**config.mk**
```make
export PLATFORM = sky130hd
export DESIGN_NAME = triple_operand_accumulator_flat
export DESIGN_NICKNAME = d
export VERILOG_FILES = /design/src/rtl/triple_operand_accumulator_if.sv /design/src/rtl/triple_operand_accumulator.sv /design/src/flat_wrapper.sv
export SDC_FILE = /design/constraint.sdc
export NUM_CORES = 1
export LEC_CHECK = 0
export ABC_CLOCK_PERIOD_IN_PS = 2050
export CAP_MARGIN = 20
export CORE_UTILIZATION = 45
export DETAILED_ROUTE_END_ITERATION = 6
export PLACE_DENSITY = 0.81
export SKIP_CTS_REPAIR_TIMING = 1
export SLEW_MARGIN = 20
export SYNTH_ARGS = -nofsm -noshare
export SYNTH_HDL_FRONTEND = slang
export SYNTH_SLANG_ARGS = --single-unit
```
**constraint.sdc**
```tcl
create_clock -name clk -period 2.05 [get_ports clk]
set_input_delay 0.41 -clock clk [delete_from_list [all_inputs] [get_ports clk]]
set_output_delay 0.41 -clock clk [all_outputs]
set_load 0.005 [all_outputs]
```
**src/rtl/triple_operand_accumulator_if.sv**
```systemverilog
// Beat and result bundle between the triple-operand adder stage, this
// accumulator and its consumer.
interface triple_operand_accumulator_if #(
    parameter int ACC_W = 16,
    parameter int CNT_W = 8
);
    logic             in_valid;
    logic             in_ready;
    logic [3:0]       in1;
    logic [3:0]       in2;
    logic [3:0]       in3;
    logic             cin;
    logic             in_last;
    logic             out_valid;
    logic             out_ready;
    logic [ACC_W-1:0] out_sum;
    logic             out_ovf;
    logic [CNT_W-1:0] out_beats;

    modport master (
        output in_valid, in1, in2, in3, cin, in_last, out_ready,
        input  in_ready, out_valid, out_sum, out_ovf, out_beats
    );

    modport slave (
        input  in_valid, in1, in2, in3, cin, in_last, out_ready,
        output in_ready, out_valid, out_sum, out_ovf, out_beats
    );
endinterface

```
**src/rtl/triple_operand_accumulator.sv**
```systemverilog
// Streaming accumulator for 3-operand beats. Each beat is reduced to a
// 6-bit triple sum {cout_2, cout_1, sum[3:0]} and folded into a wide
// running total; the total, a sticky overflow and the beat count are
// presented once per packet.
//
// state    | meaning
// ---------+--------------------------------------------------------------
// ST_ACC   | accepting beats, in_ready=1; last-beat handshake -> ST_FLUSH
// ST_FLUSH | final stage-1 beat folds into acc/ovf/cnt; -> ST_DONE
// ST_DONE  | result on output port; out_ready clears totals -> ST_ACC
module triple_operand_accumulator #(
    parameter int ACC_W = 16,
    parameter int CNT_W = 8
) (
    input  logic                          clk,
    input  logic                          rst,
    triple_operand_accumulator_if.slave   bus
);

    typedef enum logic [1:0] {
        ST_ACC   = 2'd0,
        ST_FLUSH = 2'd1,
        ST_DONE  = 2'd2
    } state_t;

    localparam logic [CNT_W-1:0] CNT_MAX = '1;

    state_t           state_q, state_d;
    logic             s1_val_q;
    logic [5:0]       s1_t_q;
    logic             s1_last_q;
    logic [ACC_W-1:0] acc_q;
    logic             ovf_q;
    logic [CNT_W-1:0] cnt_q;

    logic             hs;
    logic             clear;
    logic [5:0]       t;
    logic [ACC_W:0]   acc_sum;

    // The FSM already tracks the packet end; s1_last is kept so the stage-1
    // register carries the full beat for debug visibility.
    logic             unused_s1_last;
    assign unused_s1_last = s1_last_q;

    // in_ready is held low while reset is asserted, independent of state.
    assign bus.in_ready = (state_q == ST_ACC) && !rst;
    assign hs           = bus.in_valid && bus.in_ready;
    assign clear        = (state_q == ST_DONE) && bus.out_ready;

    // Triple sum: max 15+15+15+1 = 46, fits in 6 bits.
    assign t = {2'b00, bus.in1} + {2'b00, bus.in2} + {2'b00, bus.in3} + {5'd0, bus.cin};

    // One extra bit captures the carry out of the accumulator MSB.
    assign acc_sum = {1'b0, acc_q} + {{(ACC_W-5){1'b0}}, s1_t_q};

    assign bus.out_valid = (state_q == ST_DONE);
    assign bus.out_sum   = acc_q;
    assign bus.out_ovf   = ovf_q;
    assign bus.out_beats = cnt_q;

    // State register.
    always_ff @(posedge clk or posedge rst) begin
        if (rst) state_q <= ST_ACC;
        else     state_q <= state_d;
    end

    // Next-state logic.
    always_comb begin
        state_d = state_q;
        case (state_q)
            ST_ACC:   if (hs && bus.in_last) state_d = ST_FLUSH;
            ST_FLUSH: state_d = ST_DONE;
            ST_DONE:  if (bus.out_ready) state_d = ST_ACC;
            default:  state_d = ST_ACC;
        endcase
    end

    // Stage 1: capture the reduced beat on each handshake.
    always_ff @(posedge clk or posedge rst) begin
        if (rst) begin
            s1_val_q  <= 1'b0;
            s1_t_q    <= 6'd0;
            s1_last_q <= 1'b0;
        end else begin
            s1_val_q <= hs;
            if (hs) begin
                s1_t_q    <= t;
                s1_last_q <= bus.in_last;
            end
        end
    end

    // Stage 2: running total, sticky overflow and saturating beat count.
    always_ff @(posedge clk or posedge rst) begin
        if (rst) begin
            acc_q <= '0;
            ovf_q <= 1'b0;
            cnt_q <= '0;
        end else if (clear) begin
            acc_q <= '0;
            ovf_q <= 1'b0;
            cnt_q <= '0;
        end else if (s1_val_q) begin
            acc_q <= acc_sum[ACC_W-1:0];
            ovf_q <= ovf_q | acc_sum[ACC_W];
            if (cnt_q != CNT_MAX) cnt_q <= cnt_q + 1'b1;
        end
    end

endmodule

```
**src/flat_wrapper.sv**
```systemverilog
// flat-port wrapper written by rule: the top's interface ports become plain ports
module triple_operand_accumulator_flat 
#(
    parameter int ACC_W = 16,
    parameter int CNT_W = 8
)
  (clk, rst, bus_in_valid, bus_in1, bus_in2, bus_in3, bus_cin, bus_in_last, bus_out_ready, bus_in_ready, bus_out_valid, bus_out_sum, bus_out_ovf, bus_out_beats);
  triple_operand_accumulator_if #(.ACC_W(ACC_W), .CNT_W(CNT_W)) bus_i ();
  input  logic clk;
  input  logic rst;
  input wire logic [$bits(bus_i.in_valid)-1:0] bus_in_valid;
  input wire logic [$bits(bus_i.in1)-1:0] bus_in1;
  input wire logic [$bits(bus_i.in2)-1:0] bus_in2;
  input wire logic [$bits(bus_i.in3)-1:0] bus_in3;
  input wire logic [$bits(bus_i.cin)-1:0] bus_cin;
  input wire logic [$bits(bus_i.in_last)-1:0] bus_in_last;
  input wire logic [$bits(bus_i.out_ready)-1:0] bus_out_ready;
  output wire logic [$bits(bus_i.in_ready)-1:0] bus_in_ready;
  output wire logic [$bits(bus_i.out_valid)-1:0] bus_out_valid;
  output wire logic [$bits(bus_i.out_sum)-1:0] bus_out_sum;
  output wire logic [$bits(bus_i.out_ovf)-1:0] bus_out_ovf;
  output wire logic [$bits(bus_i.out_beats)-1:0] bus_out_beats;
  assign bus_i.in_valid = bus_in_valid;
  assign bus_i.in1 = bus_in1;
  assign bus_i.in2 = bus_in2;
  assign bus_i.in3 = bus_in3;
  assign bus_i.cin = bus_cin;
  assign bus_i.in_last = bus_in_last;
  assign bus_i.out_ready = bus_out_ready;
  assign bus_in_ready = bus_i.in_ready;
  assign bus_out_valid = bus_i.out_valid;
  assign bus_out_sum = bus_i.out_sum;
  assign bus_out_ovf = bus_i.out_ovf;
  assign bus_out_beats = bus_i.out_beats;
  triple_operand_accumulator #(.ACC_W(ACC_W), .CNT_W(CNT_W)) u_core (.clk(clk), .rst(rst), .bus(bus_i));
endmodule
```
# After elaboration in Yosys (flattened, before gate mapping)
# Cells that the tools add are included.
# Widths: inputs -> output; s select.
[op_classes]
add_sub_neg = 5
n_eq_ne = 5
muxes = 10
bitwise = 1
reduce_logical = 10
[ops]
columns = ["cell", "count"]
rows = [
  ["$mux 16", 2],
  ["$mux 8", 3],
  ["$add 16x6->17", 1],
  ["$add 8x1->8 const B", 1],
  ["$ne 8x8->1 const B", 1],
  ["$add 6x1->6", 1],
  ["$add 6x4->6", 1],
  ["$pmux 2 s3", 1],
  ["$add 4x4->5", 1],
  ["$logic_and 1x1->1", 4],
  ["$mux 2", 2],
  ["$ne 2x2->1 const B", 2],
  ["$reduce_and 2->1", 2],
  ["$reduce_bool 2->1", 2],
  ["$eq 2x1->1 const B", 1],
  ["$eq 2x2->1 const B", 1],
  ["$logic_not 2->1", 1],
  ["$mux 1", 2],
  ["$logic_not 1->1", 1],
  ["$or 1x1->1", 1],
]
[totals]
regBits = 34
in_bits = 18
out_inout_bits = 27
wordCells = 37

# Longest topological paths before layout
# Gate-level depths: netlist of run 1.
[logic_depth]
ltp_word = 6
mapped_depth = 8
ltp_nobuf = 8

# Worst setup path before layout of run 1
# OpenSTA, ideal clock, no wires.
[synth_timing]
path_type = "input to register"
startpoint = "input bus_in2[0]"
endpoint = "register u_core.s1_t_q[4]"
setup_ps = 82
arrival_time_ps = 2202
required_time_ps = 1968
slack_ps = -234
stages = 8
path_buffers = 0
cell_sequence = "ha_1 -> fa_1 -> xor2_1 -> ha_1 -> nor2b_1 -> o21a_1 -> or3_1 -> a31oi_1"
[synth_via]
elab_chain_cells = 3
[synth_lines]
columns = ["item", "line", "text"]
rows = [
  ["from (decl)", "flat_wrapper.sv:13", "input wire logic [$bits(bus_i.in2)-1:0] bus_in2;"],
  ["$add 4x4->5", "triple_operand_accumulator.sv:52", "assign t = {2'b00, bus.in1} + {2'b00, bus.in2} + {2'b00, bus.in3} + {5'd0, bus.cin};"],
  ["$add 6x4->6", "triple_operand_accumulator.sv:52", ""],
  ["$add 6x1->6", "triple_operand_accumulator.sv:52", ""],
  ["to (signal assigned)", "triple_operand_accumulator.sv:88", "s1_t_q <= t;"],
  ["to (decl)", "triple_operand_accumulator.sv:30", "logic [5:0] s1_t_q;"],
]
# Every way passes these cells.
# A chain may end at the register's enable or synchronous reset.

# Final worst setup path of run 1
# Ends and elaborated chain as after synthesis.

==> impl_metrics.ini, run 1 <==
[outcome]
status = complete, but fails checks
violations = setup timing

[critical_path]
cp.required_ns = 2.26
end_kind = flip-flop
crit_type = in2reg
crit_path_start_kind = input port
r2r_slack_ns = 0.13
arrival_ns = 2.37
worstPathMaxFanout = 2

[floorplan]
io_pins = 45
die_y_um = 71.9
placementRows = 25
chipWidth_um = 71.9
start_util = 0.465
die-area_um2 = 5160
coreArea_um2 = 4720

[sta]
finalMaxSlewViolations = 0
max_freq_ghz = 0.463
min_period_over_period = 1.05
layout_setup_ws_ns = -0.108
hold_violations = 0
rsz0062_at_grt = true
fin_crit_ns = 2.16
fin_hold_ws_ns = 0.485
setup_violations = 1
maxSlewHeadroom = 0.612
timing.setup.tns_ns = -0.108
fin_skew_ns = 0.00515
worstMarginPinSlew_ns = 0.580

[layout]
mostFrequentLayoutCells = 38 x clkdlybuf4s50_1, 34 x dfrtp_1, 30 x nand2_1, 15 x buf_4
area_growth_pct = 35.1
final_nets = 323
fill_cells = 395
drive_gt1_frac = 0.139
final_common_cell = clkdlybuf4s50_1
n_antenna_cell = 0

[routing]
num_vias = 1897
remaining_drc_errors = 0
wl_mm = 4.67
ant_nets = 0
viasPerCell = 5.36
drt_iter0_drc = 78
dr.pass1.iters = 4
wl_per_cell_um = 13.2

[logic_synthesis]
syn_area_um2 = 2200
synth.avg_cell_area_um2 = 9.76
syn-instance-count = 225
synthFlopType = dfrtp_1
ys_seq_elements = 34
syn_nets = 262
synth_cell_types = 45
yosysWarnings = 0
async_flop_share = 1.00
seq_area_frac_synth = 0.387
synth_edf_count = 0

[clock_network]
cts_max_level = 2
cts_tree = built
path_clk_slew_ns = 0.07
cts.sinks = 34
clockBufferDepth = 2
clockRootBuffer = clkbuf_8
insertion_delay_ns = 0.29
numCtsBuffers = 5

[pwr]
p_per_area_nw_per_um2 = 959
power_w = 0.00285
peakVddDrop_mv = 0.394
total_leakage_power_nw = 1.34

[global_route]
grt_usage = 0.189
grt_pass1_wl_mm = 7.58
grt_max_degree = 35
overflow = 0
antenna_found_initial = 0
grt_pass1_vias = 1769

[worst_hold_path]
hold_class = reg2reg

[placement]
post-dp-hpwl_mm = 3.43
finalWeightedCongestion = 0.798
numPortBuffers = 44

[run]
maxCapViolCount = 0
-- final timing paths --
check | from | endpoint | cells after the start
max in group asynchronous | rst | u_core.bus.out_beats[1]$_DFFE_PP0P_ | 3
min in group asynchronous | rst | u_core.state_q[1]$_DFFE_PP0P_ | 3
worst max-delay path | bus_in2[0] | u_core.s1_t_q[4]$_DFFE_PP0N_ | 9
worst min register to register | u_core.s1_t_q[0]$_DFFE_PP0N_ | u_core.s1_t_q[0]$_DFFE_PP0N_ | 2
worst max register to register | u_core.bus.out_sum[0]$_DFFE_PP0P_ | u_core.bus.out_sum[12]$_DFFE_PP0P_ | 7
worst min-delay path | u_core.s1_t_q[0]$_DFFE_PP0N_ | u_core.s1_t_q[0]$_DFFE_PP0N_ | 2
-- layer usage --
metal | part of all wire | GRT usage | up-vias
met3 | 0.043 | 0.0436 | 7
li1 | - | - | 931
met1 | 0.44 | 0.225 | 915
met2 | 0.50 | 0.324 | 44
met4 | 0.019 | 0.0871 | 0
met5 | 0 | 0 | -
-- logic make-up after synthesis --
kind of cell    share of synthesized area
fa+ha+maj                           0.122
mux                                0.0462
simple gates                        0.180
compound gates                      0.200
buf+inv                            0.0325
flops                               0.387
xor+xnor                           0.0319
-- cells in the mapped netlist, types with 2 or more instances --
| cell type | instances | area share |
|---|---|---|
| a2111o_1 | 4 | 0.021 |
| a211oi_1 | 6 | 0.021 |
| a21o_1 | 6 | 0.021 |
| a21oi_1 | 14 | 0.032 |
| and2_1 | 2 | 0.0057 |
| and3_1 | 4 | 0.011 |
| and4_1 | 2 | 0.0080 |
| buf_2 | 3 | 0.0068 |
| dfrtp_1 | 34 | 0.39 |
| fa_1 | 4 | 0.036 |
| ha_1 | 15 | 0.085 |
| inv_1 | 12 | 0.021 |
| mux2i_1 | 9 | 0.041 |
| nand2_1 | 30 | 0.051 |
| nand2b_1 | 6 | 0.017 |
| nand3_1 | 6 | 0.014 |
| nor2_1 | 13 | 0.022 |
| nor2b_1 | 4 | 0.011 |
| nor3_1 | 3 | 0.0068 |
| o211ai_1 | 2 | 0.0068 |
| o21a_1 | 3 | 0.010 |
| o21ai_0 | 11 | 0.025 |
| o31ai_1 | 2 | 0.0068 |
| or3_1 | 3 | 0.0085 |
| xnor2_1 | 4 | 0.016 |
| xor2_1 | 4 | 0.016 |
-- through the flow --
| stage | setup slack (ns) | utilization | cells | instance area, um^2 |
|---|---|---|---|---|
| 2_1_floorplan | -0.108 | - | 225 | 2210 |
| 3_3_place_gp | -0.611 | 0.596 | 345 | 2810 |
| 3_5_place_dp | -0.662 | 0.596 | 345 | 2810 |
| 4_1_cts | -0.364 | 0.615 | 353 | 2910 |
| 5_1_grt | -0.213 | 0.628 | 354 | 2970 |
| 6_report | -0.108 | 0.628 | 354 | 2970 |
-- state kept, by name, summed over array words and instances, names as in the netlist --
name and flops:
u_core.s1_t_q 6, u_core.bus.out_beats 8, u_core.state_q 2, u_core.bus.out_sum 16, u_core.s1_val_q 1, u_core.bus.out_ovf 1
-- final cells by class --
| class | instances | area, um^2 | area share |
|---|---|---|---|
| repair buffers | 59 | 561 | 0.189 |
| well taps | 67 | 83.8 | 0.0283 |
| inverters | 12 | 45.0 | 0.0152 |
| multi-input cells | 174 | 1340 | 0.450 |
| clock inverters | 1 | 5.00 | 0.00169 |
| clock buffers | 7 | 86.3 | 0.0291 |
| flip-flops and latches | 34 | 851 | 0.287 |
-- critical path: stages --
cell	delay (ns)
dlymetal6s2s_1	0.15
ha_4	0.17
fa_2	0.41
xor2_2	0.17
ha_1	0.29
nor2b_1	0.13
o21a_1	0.17
or3_1	0.31
a31oi_1	0.16
-- report_power, final --
part / switching [W] / internal, W
logic: 0.000647 / 0.000684
clock network: 0.000243 / 0.000271
registers: 0.000164 / 0.000837
Note: power is estimated with default switching activity, not from simulation.
==> inputs of run 2 (changes only) <==
--- a/config.mk
+++ b/config.mk
@@ -7,9 +7,9 @@
 export LEC_CHECK = 0
 export ABC_CLOCK_PERIOD_IN_PS = 2050
 export CAP_MARGIN = 20
-export CORE_UTILIZATION = 45
+export CORE_UTILIZATION = 51
 export DETAILED_ROUTE_END_ITERATION = 6
-export PLACE_DENSITY = 0.81
+export PLACE_DENSITY = 0.89
 export SKIP_CTS_REPAIR_TIMING = 1
 export SLEW_MARGIN = 20
 export SYNTH_ARGS = -nofsm -noshare
==> run 2 against run 1 <==
Effect of this change:
- the run still ends with setup timing left
- global-route usage grew 3.8 points
- critical path depth is the same
- clock-buffer cell count is the same
- setup slack gained 0.10 ns
- non-clock buffer count shrank 3
- sequential cell count is the same
- clock skew is essentially flat
- sequential power is essentially flat
- die area shrank 11%
- register-to-register slack is essentially flat
- largest power group unchanged
==> impl_metrics.ini, run 2 (synthesis results as in run 1) <==
[placement]
place_ws_ns = -0.663
post-dp-hpwl_mm = 3.46
numPortBuffers = 44
finalWeightedCongestion = 0.863
placed_area_um2 = 2780

[critical_path]
cpPeakStageDelay_ns = 0.36
cp_num_buf_inv = 1
crit_family = adder cells
path_cells = dlymetal6s2s_1 -> ha_4 -> fa_2 -> xor2_2 -> ha_1 -> nor2b_1 -> o21a_1 -> or3_1 -> a31oi_1
end_kind = flip-flop
arrival_ns = 2.27
slowest_stage = fa_2
worstPathMaxFanout = 2
cp.required_ns = 2.26
crit_path_start_kind = input port
crit_type = in2reg

[routing]
wirelength_met1_mm = 1.97
drt_iter0_drc = 151
ant_nets = 0
num_vias = 1892
wl_per_cell_um = 14.0
remaining_drc_errors = 0
route.met3.wl_um = 268
dr.pass1.iters = 4
dr_wl_met2_mm = 2.32
viasPerCell = 5.68
top_layer_used = met4
wl_mm = 4.66

[clock_network]
clockBufferDepth = 2
path_clk_slew_ns = 0.06
cts_tree = built
cts_max_level = 2
numCtsBuffers = 5
insertion_delay_ns = 0.29
clockRootBuffer = clkbuf_8
cts.sinks = 34

[pwr]
p_switching_w = 0.00106
total_leakage_power_nw = 1.32
p_clk_frac = 0.165
pwr-share-comb = 0.475
p_int_w = 0.00173
p_sw_frac = 0.380
p_per_area_nw_per_um2 = 957
peakVddDrop_mv = 0.502
seq_power_share = 0.361

[floorplan]
placementRows = 23
chipWidth_um = 67.6
io_pins = 45
die-area_um2 = 4570
coreArea_um2 = 4060
die_y_um = 67.6
start_util = 0.541

[sta]
max_freq_ghz = 0.486
layout_setup_ws_ns = -0.00621
fin_crit_ns = 2.06
worstMarginPinSlew_ns = 0.611
fin_skew_ns = 0.00510
timing.setup.tns_ns = -0.00621
setup_violations = 1
finalMaxSlewViolations = 0
min_period_over_period = 1.00
rsz0062_at_grt = true
hold_violations = 0
maxSlewHeadroom = 0.591

[layout]
final_nets = 320
fill_cells = 289
final_area_um2 = 2910
final_common_cell = clkdlybuf4s50_1
seq_area_um2 = 851
mostFrequentLayoutCells = 38 x clkdlybuf4s50_1, 34 x dfrtp_1, 30 x nand2_1
n_antenna_cell = 0
largest_reg_flops = 16
drive_gt1_frac = 0.120
area_growth_pct = 32.5
multi_input_area_um2 = 1330

[global_route]
grt_max_degree = 35
grt_pass1_wl_mm = 7.59
grt_pass1_vias = 1763
overflow = 0
grt_usage = 0.227
antenna_found_initial = 0

[run]
maxCapViolCount = 0

[worst_hold_path]
hold_class = reg2reg

[outcome]
violations = setup timing
status = complete, but fails checks
-- run 2: area by class of cell --
cell class              count  share of cell area
flip-flops and latches     34               0.292
repair buffers             56               0.187
multi-input cells         174               0.457
clock buffers               7              0.0262
inverters                  12              0.0155
well taps                  50              0.0215
-- run 2: per-layer routing --
metal	vias to the layer above	track usage
li1	927	-
met1	885	0.279
met3	11	0.0608
met5	-	0
met4	0	0.0878
met2	69	0.376
-- run 2: power by group through the flow --
stage                     clock network [W]  logic [W]  registers, W
final                              0.000459    0.00132       0.00100
after global routing               0.000498    0.00148       0.00103
after CTS                          0.000469    0.00129       0.00100
after detailed placement                  0    0.00128       0.00102
after global placement                    0    0.00123       0.00101
after floorplan                           0   0.000764      0.000991
-- run 2: per-stage QoR --
stage | util | power, W | instances | hold slack [ns]
after floorplan | - | 0.00175 | 225 | 0.450
after global placement | 0.685 | 0.00223 | 326 | 0.465
after detailed placement | 0.685 | 0.00229 | 326 | 0.482
after CTS | 0.703 | 0.00277 | 333 | 0.496
after global routing | 0.717 | 0.00300 | 333 | 0.529
final | 0.717 | 0.00279 | 333 | 0.491
-- run 2: path summary, 6_finish.rpt --
path | start | endpoint | slack, ns | cells after the start
min in group asynchronous | rst | u_core.state_q[0]$_DFFE_PP0P_ | 0.57 | 3
min reg2reg | u_core.bus.out_ovf$_DFFE_PP0P_ | u_core.bus.out_ovf$_DFFE_PP0P_ | 0.49 | 2
max | bus_in2[0] | u_core.s1_t_q[4]$_DFFE_PP0N_ | -0.006 | 9
max reg2reg | u_core.bus.out_sum[0]$_DFFE_PP0P_ | u_core.bus.out_sum[12]$_DFFE_PP0P_ | 0.12 | 7
min | u_core.bus.out_ovf$_DFFE_PP0P_ | u_core.bus.out_ovf$_DFFE_PP0P_ | 0.49 | 2
max in group asynchronous | rst | u_core.bus.out_ovf$_DFFE_PP0P_ | 1.17 | 3
-- run 2: worst reg2reg max path, stage by stage (launching register included) --
cell and delay (ns):
dfrtp_1 0.37, ha_1 0.17, inv_1 0.05, fa_1 0.40
nor2b_2 0.20, o31ai_4 0.13, a2111oi_4 0.33, mux2i_1 0.21
==> inputs of run 3 (changes only) <==
--- a/config.mk
+++ b/config.mk
@@ -7,9 +7,10 @@
 export LEC_CHECK = 0
 export ABC_CLOCK_PERIOD_IN_PS = 2050
 export CAP_MARGIN = 20
-export CORE_UTILIZATION = 51
+export CORE_UTILIZATION = 30
 export DETAILED_ROUTE_END_ITERATION = 6
-export PLACE_DENSITY = 0.89
+export MAX_ROUTING_LAYER = met4
+export PLACE_DENSITY = 0.61
 export SKIP_CTS_REPAIR_TIMING = 1
 export SLEW_MARGIN = 20
 export SYNTH_ARGS = -nofsm -noshare
==> run 3 against run 2 <==
Effect of this change:
- the flow still finishes with violations (setup timing)
- setup slack worse by 0.013 ns
- sequential cell count unchanged
- final cell count rose by 15%
- sequential power about the same
- non-clock buffer count increased by 4
- design area rose by 3.6%
- first-iteration DRC count down 52%
==> impl_metrics.ini, run 3 (synthesis results as in run 1) <==
[outcome]
status = complete, but fails checks
violations = setup timing

[routing]
wl_per_cell_um = 12.7
ant_nets = 0
remaining_drc_errors = 0
drt_iter0_drc = 72
viasPerCell = 4.94
num_vias = 1896
dr.pass1.iters = 4
wl_mm = 4.88

[worst_hold_path]
min-delay-start = u_core.s1_t_q[0]$_DFFE_PP0N_
hold_class = reg2reg
hold_path_end = u_core.s1_t_q[0]$_DFFE_PP0N_
holdPathStages = 2

[layout]
drive_gt1_frac = 0.149
final_area_um2 = 3010
n_antenna_cell = 0
final_common_cell = clkdlybuf4s50_1
mostFrequentLayoutCells = 38 x clkdlybuf4s50_1, 34 x dfrtp_1, 30 x nand2_1, 16 x buf_4
final_nets = 324
postLayoutCoreUtil = 0.434
area_growth_pct = 37.3
largest_reg_flops = 16

[critical_path]
cp.required_ns = 2.26
r2r_cells = 7
crit_path_start_kind = input port
r2r_slack_ns = 0.14
arrival_ns = 2.28
worstPathMaxFanout = 2
end_kind = flip-flop
rr_endpoint = u_core.bus.out_sum[12]$_DFFE_PP0P_
timing.rr.start = u_core.bus.out_sum[0]$_DFFE_PP0P_
crit_type = in2reg

[clock_network]
clockRootBuffer = clkbuf_8
cts_max_level = 2
cts.sinks = 34
clockBufferDepth = 2
numCtsBuffers = 5
path_clk_slew_ns = 0.07
insertion_delay_ns = 0.29
cts_tree = built

[sta]
setup_violations = 1
rsz0062_at_grt = true
finalMaxSlewViolations = 0
fin_skew_ns = 0.00323
min_period_over_period = 1.01
worstMarginPinSlew_ns = 0.584
layout_setup_ws_ns = -0.0189
hold_violations = 0
max_freq_ghz = 0.483
fin_crit_ns = 2.07
maxSlewHeadroom = 0.609

[placement]
place_ws_ns = -0.694
numPortBuffers = 44
post-dp-hpwl_mm = 3.66
placed_area_um2 = 2860
finalWeightedCongestion = 0.845

[global_route]
overflow = 0
grt_usage = 0.137
grt_max_degree = 19
grt_pass1_wl_mm = 8.00
grt_pass1_vias = 1799
antenna_found_initial = 0

[pwr]
p_per_area_nw_per_um2 = 966
peakVddDrop_mv = 0.408
total_leakage_power_nw = 1.33

[floorplan]
start_util = 0.316
placementRows = 30
io_pins = 45
chipWidth_um = 87.6
die_y_um = 87.6
die-area_um2 = 7670
coreArea_um2 = 6940

[run]
maxCapViolCount = 0
[run 3: cell count changes in the layout (fill, tap and decap cells not counted), sizes merged]
cell | previous run | this run
buf | 12 | 16
dlymetal6s2s | 6 | 4
clkbuf | 7 | 9
clkinv | 0 | 1
[run 3: metrics by stage]
step           TNS [ns]  hold WS, ns  cells  power, W
4_1_cts          -0.987        0.492    383   0.00286
2_1_floorplan    -0.108        0.450    225   0.00175
3_3_place_gp      -2.33        0.473    375   0.00229
6_report        -0.0189        0.482    384   0.00291
5_1_grt          -0.112        0.517    384   0.00313
3_5_place_dp      -2.48        0.475    375   0.00233
[run 3: layer usage]
metal  global-route usage  routed length (um)  part of all wire
met5                    -                   0                 0
met4               0.0566                  76             0.016
met3               0.0339                 173             0.035
met2                0.228                2450              0.50
met1                0.159                2180              0.45
[run 3: report_power, final]
group | internal [W] | switching [W]
sequential | 0.000837 | 0.000169
clock | 0.000271 | 0.000245
combinational | 0.000705 | 0.000685
[run 3: final cells by class]
class	count	area, um^2
Clock inverter	1	5.00
Tap cell	96	120
Sequential cell	34	851
Inverter	12	45.0
Clock buffer	7	86.3
Multi-Input combinational cell	174	1350
Fill cell	673	3930
Timing Repair Buffer	60	561
[run 3: worst max-delay path by stage]
stage | end | slack [ns] | from
4_1_cts | u_core.s1_t_q[4]$_DFFE_PP0N_ | -0.40 | bus_in2[0]
5_1_grt | u_core.s1_t_q[4]$_DFFE_PP0N_ | -0.11 | bus_in2[0]
3_5_place_dp | u_core.s1_t_q[4]$_DFFE_PP0N_ | -0.69 | bus_in2[0]
2_1_floorplan | u_core.s1_t_q[4]$_DFFE_PP0N_ | -0.11 | bus_in2[0]
3_3_place_gp | u_core.s1_t_q[4]$_DFFE_PP0N_ | -0.62 | bus_in2[0]
6_report | u_core.s1_t_q[4]$_DFFE_PP0N_ | -0.02 | bus_in2[0]
[run 3: critical path, cell delays in order]
cell	delay, ns
clkbuf_2	0.10
ha_4	0.16
fa_2	0.36
xor2_2	0.16
ha_1	0.30
nor2b_1	0.14
o21a_1	0.17
or3_1	0.30
a31oi_1	0.17
==> RTL edit (flow settings as in run 2) <==
Re-encode `state_t` (3 states) as one-hot, 3 bits wide.
--- a/src/rtl/triple_operand_accumulator.sv
+++ b/src/rtl/triple_operand_accumulator.sv
@@ -17,10 +17,10 @@
     triple_operand_accumulator_if.slave   bus
 );
 
-    typedef enum logic [1:0] {
-        ST_ACC   = 2'd0,
-        ST_FLUSH = 2'd1,
-        ST_DONE  = 2'd2
+    typedef enum logic [2:0] {
+        ST_ACC   = 3'b001,
+        ST_FLUSH = 3'b010,
+        ST_DONE  = 3'b100
     } state_t;
 
     localparam logic [CNT_W-1:0] CNT_MAX = '1;
Function: same outputs for any inputs over 10 cycles, from zero or initial values and one cycle with rst high; not proved beyond that.
==> RTL edit against run 2 <==
The flow still finishes with violations (negative setup slack). Count of clock-buffer cells in the layout shrank 2. Cell count grew 2.4%. Clock power grew 4%. Total power grew 14%. Setup slack lost 6.1 ps. Sequential power grew 14%. Register-to-register slack is essentially flat. Routed wire length grew 2.8%. Area after synthesis grew 0.40%. Design area grew 1.1%. Sequential cell count grew 1. Die area grew 0.38%. Highest routed layer unchanged.
==> RTL edit: results (changes against run 2) <==
stage,metric,value,unit,change
sta,Hold WS,493,ps,+2.09 ps
sta,setup TNS,-12.3,ps,-6.09 ps
placement,"worst slack, placed",-670,ps,-7.11 ps
clock_network,Clock Path Buffers,2,,unchanged
finish,Signal buffers,59,,+5.4%
pwr,Max VDD drop,0.475,mV,-5.5%
detailed_routing,DR vias,1918,,+1.4%
clock_network,"Reg clk slew, reported paths",70,ps,
placement,I/O Buffers,44,,unchanged
finish,FFs & Latches,35,,+2.9%
placement,placed cell count,331,,+1.5%
synthesis,Netlist cell types,46,,+2.2%
detailed_routing,drt wl/cell,14.0,µm,+0.40%
pwr,Leakage,0.00133,µW,+1.2%
sta,final worst slack,-12.3,ps,-6.09 ps
finish,utilization after layout,72.0,%,+0.26 points
pwr,comb pwr,1560,µW,+18%
global_routing,largest net degree at the start of global routing,36,,+2.9%
synthesis,Post-Synth Adder-Cell Area,12.1,%,-0.048 points
finish,#MultiIn Comb,175,,+0.57%
run_status,failing checks,negative setup slack,,
finish,Filler cells,314,,+8.7%
pwr,Gate power share,49.1,%,+1.6 points
global_routing,vias in the first global route,1868,,+6.0%
sta,Layout Skew,10.1,ps,+5.04 ps
synthesis,syn nets,265,,+1.1%
finish,Register Area,877,µm²,+3.1%
global_routing,first-pass GRT wire length,8000,µm,+5.4%
synthesis,Commonest cells post-synth,"dfrtp_1, nand2_1, a21oi_1, ha_1, nor2_1",,
placement,dpl cell area,2800,µm²,+0.90%
synthesis,largest cells by area after synthesis,"dfrtp_1, ha_1, nand2_1",,
setup_path,family with the most delay on the worst path,adder cells,,
finish,footprint of the multi-input gates,1310,µm²,-1.5%
detailed_routing,Final ANT Viol Nets,0,,unchanged
placement,HPWL after detailed placement,3540,µm,+2.4%
pwr,P_clk,478,µW,+4%
hold_path,hold path start,u_core.s1_t_q[0]$_DFFE_PP0N_,,
sta,worst relative slew slack,62.8,%,+3.7 points
global_routing,total track usage,23.3,%,+0.64 points
run_status,status,"complete, but fails checks",,
sta,setup violators final,1,,unchanged
detailed_routing,final WL,4790,µm,+2.8%
synthesis,area fraction in compound gates after synthesis,19.4,%,-0.59 points
setup_path,Worst Path Arrival,2280,ps,
synthesis,Syn Inst Count,228,,+1.3%
hold_path,WHS Endpoint,u_core.s1_t_q[0]$_DFFE_PP0N_,,
finish,Inverters excl. clock,14,,+2
hold_path,Hold WC Path Type,register to register,,
placement,placer congestion estimate,0.809,,-6.3%
finish,clock network area share,2.85,%,+0.23 points
finish,share of cells above drive strength 1,15.8,%,+3.8 points
finish,buffering overhead,18.9,%,+0.14 points
pwr,design internal power,1960,µW,+14%
synthesis,register area share after synthesis,39.8,%,+1.0 points
die,num tapcells,50,,unchanged
synthesis,xor-xnor portion of the synthesized cell area,1.99,%,-1.2 points
synthesis,multiplexer area fraction after synthesis,4.65,%,+0.038 points
detailed_routing,Iter 0 DRT Violations,123,,-19%
finish,Final #Nets,327,,+2.2%
RTL edit: worst max path at each step:
stage | cells past startpoint | endpoint | from
6_report | 9 | u_core.s1_t_q[4]$_DFFE_PP0N_ | bus_in1[0]
5_1_grt | 9 | u_core.s1_t_q[4]$_DFFE_PP0N_ | bus_in2[0]
4_1_cts | 9 | u_core.s1_t_q[4]$_DFFE_PP0N_ | bus_in1[0]
3_5_place_dp | 9 | u_core.s1_t_q[4]$_DFFE_PP0N_ | bus_in1[0]
3_3_place_gp | 9 | u_core.s1_t_q[4]$_DFFE_PP0N_ | bus_in2[0]
2_1_floorplan | 8 | u_core.s1_t_q[4]$_DFFE_PP0N_ | bus_in2[0]
RTL edit: logic make-up after synthesis:
family / Yosys count
and+or+nand+nor: 80
buffers and inverters: 18
DFF: 35
muxes: 10
adders and majority gates: 19
AOI/OAI and AO/OA: 61
xor gates and xnor gates: 5
RTL edit: layer usage:
metal  GRT usage [%]  wire length, µm
met3            5.91              200
met4            7.18               62
met2            42.3             2500
met1            26.5             2030
met5               0                0
